<file path="src/rtl/button_event_decoder.sv">
// button_event_decoder: turns a clean, debounced button level into one-cycle UI
// event pulses (press, release, click, double-click, long-press, auto-repeat).
// One instance per button, fed by the conditioner, feeding the inference
// control FSM. All outputs are registered, so an edge sampled in cycle N
// produces its pulse in cycle N+1.
//
// The release and repeat pulses are exposed as btn_release and auto_repeat
// because "release" and "repeat" are reserved words in SystemVerilog.

module button_event_decoder #(
    parameter int unsigned LONG_CYCLES   = 25_000_000,
    parameter int unsigned DBL_CYCLES    = 12_500_000,
    parameter int unsigned REPEAT_CYCLES = 5_000_000,
    parameter int unsigned CTR_WIDTH     = 26
) (
    input  logic clk,
    input  logic rst,
    input  logic btn_level,
    output logic held,
    output logic press,
    output logic btn_release,
    output logic click,
    output logic dbl_click,
    output logic long_press,
    output logic auto_repeat
);

    // State encoding
    localparam logic [2:0] ST_IDLE = 3'd0;  // waiting for first press
    localparam logic [2:0] ST_P1   = 3'd1;  // first press held
    localparam logic [2:0] ST_W2   = 3'd2;  // released, waiting for a second press
    localparam logic [2:0] ST_P2   = 3'd3;  // second press held
    localparam logic [2:0] ST_LONG = 3'd4;  // long hold, auto-repeating

    // Terminal timer values; the timer counts from 0, so a threshold of N
    // cycles is reached when the count equals N-1.
    localparam logic [CTR_WIDTH-1:0] LONG_LAST   = CTR_WIDTH'(LONG_CYCLES - 1);
    localparam logic [CTR_WIDTH-1:0] DBL_LAST    = CTR_WIDTH'(DBL_CYCLES - 1);
    localparam logic [CTR_WIDTH-1:0] REPEAT_LAST = CTR_WIDTH'(REPEAT_CYCLES - 1);
    localparam logic [CTR_WIDTH-1:0] TIMER_MAX   = {CTR_WIDTH{1'b1}};
    localparam logic [CTR_WIDTH-1:0] TIMER_ONE   = CTR_WIDTH'(1);

    logic                 prev_q;
    logic [2:0]           state_q, state_d;
    logic [CTR_WIDTH-1:0] timer_q, timer_d;
    logic                 timer_clr;

    logic rise, fall;
    logic click_d, dbl_d, long_d, rpt_d;

    logic held_q, press_q, release_q, click_q, dbl_q, long_q, rpt_q;

    // Edge detection against the previous sampled level
    always_comb begin
        rise = btn_level & ~prev_q;
        fall = ~btn_level & prev_q;
    end

    // Next-state and event decode; edges take priority over timer thresholds
    always_comb begin
        state_d   = state_q;
        timer_clr = 1'b0;
        click_d   = 1'b0;
        dbl_d     = 1'b0;
        long_d    = 1'b0;
        rpt_d     = 1'b0;

        case (state_q)
            ST_IDLE: begin
                if (rise) begin
                    state_d = ST_P1;
                end
            end
            ST_P1: begin
                if (fall) begin
                    state_d = ST_W2;
                end else if (timer_q == LONG_LAST) begin
                    state_d = ST_LONG;
                    long_d  = 1'b1;
                end
            end
            ST_W2: begin
                if (rise) begin
                    state_d = ST_P2;
                end else if (timer_q == DBL_LAST) begin
                    state_d = ST_IDLE;
                    click_d = 1'b1;
                end
            end
            ST_P2: begin
                if (fall) begin
                    state_d = ST_IDLE;
                    dbl_d   = 1'b1;
                end else if (timer_q == LONG_LAST) begin
                    // The first short press is confirmed as a click at the
                    // moment the second one turns into a long hold.
                    state_d = ST_LONG;
                    click_d = 1'b1;
                    long_d  = 1'b1;
                end
            end
            ST_LONG: begin
                if (fall) begin
                    state_d = ST_IDLE;
                end else if (timer_q == REPEAT_LAST) begin
                    rpt_d     = 1'b1;
                    timer_clr = 1'b1;
                end
            end
            default: begin
                state_d = ST_IDLE;
            end
        endcase

        // Every state entry restarts the timer
        if (state_d != state_q) begin
            timer_clr = 1'b1;
        end
    end

    // Saturating timer next value
    always_comb begin
        if (timer_clr) begin
            timer_d = '0;
        end else if (timer_q == TIMER_MAX) begin
            timer_d = timer_q;
        end else begin
            timer_d = timer_q + TIMER_ONE;
        end
    end

    // State, timer and registered event outputs
    always_ff @(posedge clk) begin
        if (rst) begin
            // Track the live level during reset so a button held across
            // reset release is not mistaken for a fresh press.
            prev_q    <= btn_level;
            state_q   <= ST_IDLE;
            timer_q   <= '0;
            held_q    <= 1'b0;
            press_q   <= 1'b0;
            release_q <= 1'b0;
            click_q   <= 1'b0;
            dbl_q     <= 1'b0;
            long_q    <= 1'b0;
            rpt_q     <= 1'b0;
        end else begin
            prev_q    <= btn_level;
            state_q   <= state_d;
            timer_q   <= timer_d;
            held_q    <= btn_level;
            press_q   <= rise;
            release_q <= fall;
            click_q   <= click_d;
            dbl_q     <= dbl_d;
            long_q    <= long_d;
            rpt_q     <= rpt_d;
        end
    end

    // Output mapping
    always_comb begin
        held        = held_q;
        press       = press_q;
        btn_release = release_q;
        click       = click_q;
        dbl_click   = dbl_q;
        long_press  = long_q;
        auto_repeat = rpt_q;
    end

endmodule

</file>
<file path="config.mk">
export PLATFORM = sky130hd
export DESIGN_NAME = button_event_decoder
export DESIGN_NICKNAME = d
export VERILOG_FILES = /design/src/rtl/button_event_decoder.sv
export SDC_FILE = /design/constraint.sdc
export NUM_CORES = 1
export LEC_CHECK = 0
export ABC_AREA = 0
export BUFFER_PORTS_ARGS = -buffer_cell sky130_fd_sc_hd__buf_4
export CORE_ASPECT_RATIO = 0.75
export CORE_MARGIN = 1
export CORE_UTILIZATION = 35
export CTS_BUF_LIST = sky130_fd_sc_hd__clkbuf_4 sky130_fd_sc_hd__clkbuf_8 sky130_fd_sc_hd__clkbuf_16
export CTS_CLUSTER_SIZE = 30
export DETAILED_ROUTE_END_ITERATION = 8
export PLACE_DENSITY = 0.54
export SLEW_MARGIN = 20
export SYNTH_ARGS = -nofsm -noshare
export SYNTH_HDL_FRONTEND = slang
export SYNTH_SLANG_ARGS = --single-unit
</file>
<file path="constraint.sdc">
create_clock -name clk -period 3 [get_ports clk]
set_input_delay 0.6 -clock clk [delete_from_list [all_inputs] [get_ports clk]]
set_output_delay 0.6 -clock clk [all_outputs]
set_load 0.1 [all_outputs]
</file>
==> summary.md <==
| Metric | Value |
|---|---|
| Max incr delay on CP | 0.53 ns |
| Warnings, synthesis | 0 |
| Worst Skew | about 0.010 ns |
| Remaining antenna violation count | 0 |
| Hold WS | about 0.45 ns |
| Nets | around 240 |
| Buffers on Ports | 9 |
| Ys async rst share | 0% |
| Final hold violation count | 0 |
| Share of the synthesized area in the top cell type | 38.9% |
| Drt drc | 0 |
| Post-DP HPWL | 3.13 mm |
| Post-synth EDFFs | 0 |
| Clock transition at the registers of the reported paths | 0.08 ns |
| Worst Hold Class | input pin to flop |
| Synth cell types | 44 |
| # setup viols final | 0 |
| Global Route Usage Sum | between 10% and 20% |
| Highest achievable clock rate | approximately 430 MHz |
| RSZ-0062 raised after global routing | false |
| Cell area after synthesis | between 0.0015 and 0.002 sq mm |
| Initial antenna violation count | 0 |
| Vias in the first global route | roughly 1500 |
| Placed inst area | a little over 0.002 sq mm |
| Grt ovf | 0 |
| CORE AREA | just over 0.005 sq mm |
| Data arrival, critical path | 2.48 ns |
| Initial Utilization | a little under two fifths |
| Cell family with most CP delay | simple AND/OR/NAND/NOR gates |
| Largest net degree at the start of global routing | 27 |
| Final Slew Violations | 0 |
| Post-cts gate resize count | 0 |
| Worst skew pair latency | a little under 0.3 ns |
| Clock sinks | 37 |
| Max_cap viols | 0 |
| Buffers & Inverters on Critical Path | 0 |
| Max IR drop VDD | approximately 230 uV |
| Initial DRT Pass Iterations | 4 |
| PD cells | slightly above 400 mW/mm^2 |
| Most instantiated library cell after synthesis | dfxtp_1 |
| Worst slew pin tran | approximately 0.48 ns |
| Critical path endpoint category | flop |
| GP Congestion | between 0.7 and 0.8 |
| Status | finished, final reports clean |
| CTS HTree Levels | 2 |
| Routed via count | 1647 |
| CTS tree | yes |
| Top Layer Used | met3 |
| Top FF cell, synth | dfxtp_1 |
| Die Y-Extent | 65.9 um |
| DR WL met3 | roughly 310 um |
| Final period util | around 77% |
| Syn nets | about 230 |
| Hold Buf Count CTS | 0 |
| Num rows | 22 |
| Minimum clock period | ~2.3 ns |
| # IOs | 10 |
| Final Cell Area | about 0.0021 sq mm |
| Setup Crit Path Kind | flop to flop |
| Crit-path slowest cell | or4_4 |
| Synth cell count leaders | dfxtp_1, nor2_1, nor3_1, nand2_1, xnor2_1 |
| Die X | 87.2 um |
| Avg Inst Size Synth | between 8 and 9 sq um |
| Worst path cell trace | or3b_1 -> or4_4 -> o311ai_4 -> o221a_2 -> nor3_1 |
| Leakage | between 0.6 and 0.7 nW |
| CP Launch Type | flop |
| DRT iter0 DRCs | approximately 100 |
| Placed cell count | 296 |
| Post-route setup TNS | 0 ns |
| Cts bufs inserted | 5 |
| Total die area | 0.00574 sq mm |
| Layout cells sized above 1 | about 13% |
| Ant. Diodes | 0 |
| CP Max Fanout | 15 |
| First-pass GRT wire length | 7.62 mm |
| Synthesis-to-finish area growth | 11.2% |
| Sequential area share after synthesis | 38.9% |
| Top post-synthesis cells by area | dfxtp_1, xnor2_1, nor3_1, a211oi_1, nor2_1 |
| R2r setup slk | roughly 0.68 ns |
| Non-filler cells, final | between 300 and 400 |
| Cell count after synthesis | about 220 |
| Met2 wire length | ~1.8 mm |
| Max clock buf depth | 2 |
| Drt via density | about 5.5 |
| Post-DR wirelength/cell | 15.0 um |
| Post-CTS Setup Inserts | 0 |
| Power Total | a little under 0.0009 W |
| Metal-1 WL | roughly 2.4 mm |
| Yosys reg bits | 37 |
| Worst EP required | 3.16 ns |
| Synth area leader | dfxtp_1 |
| Slew headroom | between 60 and 70% |
| Clock root cell | clkbuf_8 |
| Routed WL | roughly 4.5 mm |
cell families (layout without fill, tap and decap cells):
group,after synthesis,after routing,share of synthesized area (%)
compound gates,39,39,16.0
xor+xnor,18,18,8.28
fa+ha+maj,1,1,0.657
buf+inv,18,26,4.14
flops,37,37,38.9
mux,2,2,1.05
simple gates,107,107,31.0
registers in the layout, summed over array words and instances, names as in the netlist:
signal / cells
auto_repeat: 1
btn_release: 1
click: 1
dbl_click: 1
held: 1
long_press: 1
press: 1
prev_q: 1
state_q: 3
timer_q: 26
layout by cell type, fill, tap and decap left out, types with 7 or more instances in the layout:
cell       n
dfxtp_1   37
nor3_1    18
nand3_1    9
and3_1     7
xnor2_1   17
nand2_1   17
buf_4     14
nand4_1    9
a211oi_1   9
nor2_1    18
metrics by stage:
stage	utilization (%)	setup slack, ns
6_report	41.8	0.677
2_1_floorplan	-	0.871
3_3_place_gp	40.3	0.643
3_5_place_dp	40.3	0.665
5_1_grt	41.8	0.583
4_1_cts	41.8	0.684
where the power goes:
part	internal [W]	total [W]	switching (W)
clock network	0.000153	0.000317	0.000164
registers	0.000498	0.000505	0.00000743
logic	0.0000158	0.0000520	0.0000363
path summary, 6_finish.rpt:
| check | start | endpoint | cells after the start |
|---|---|---|---|
| max | timer_q[22] | timer_q[3] | 5 |
| min | btn_level | prev_q | 1 |
| max reg2reg | timer_q[22] | timer_q[3] | 5 |
| min reg2reg | timer_q[6] | timer_q[6] | 2 |
layer usage:
metal	up-vias	global-route usage, %
met4	0	4.30
met2	46	23.0
met3	0	3.87
met5	-	0
met1	759	26.8
li1	842	-
final cells by class:
cell class | count | area (sq um)
inverter | 6 | 22.5
clock inverter | 1 | 5.00
multi-input combinational | 167 | 1080
timing repair buffer | 14 | 105
fill | 522 | 2950
tap | 72 | 90.1
sequential | 37 | 741
clock buffer | 5 | 68.8
(Power assumes the default switching activity.)
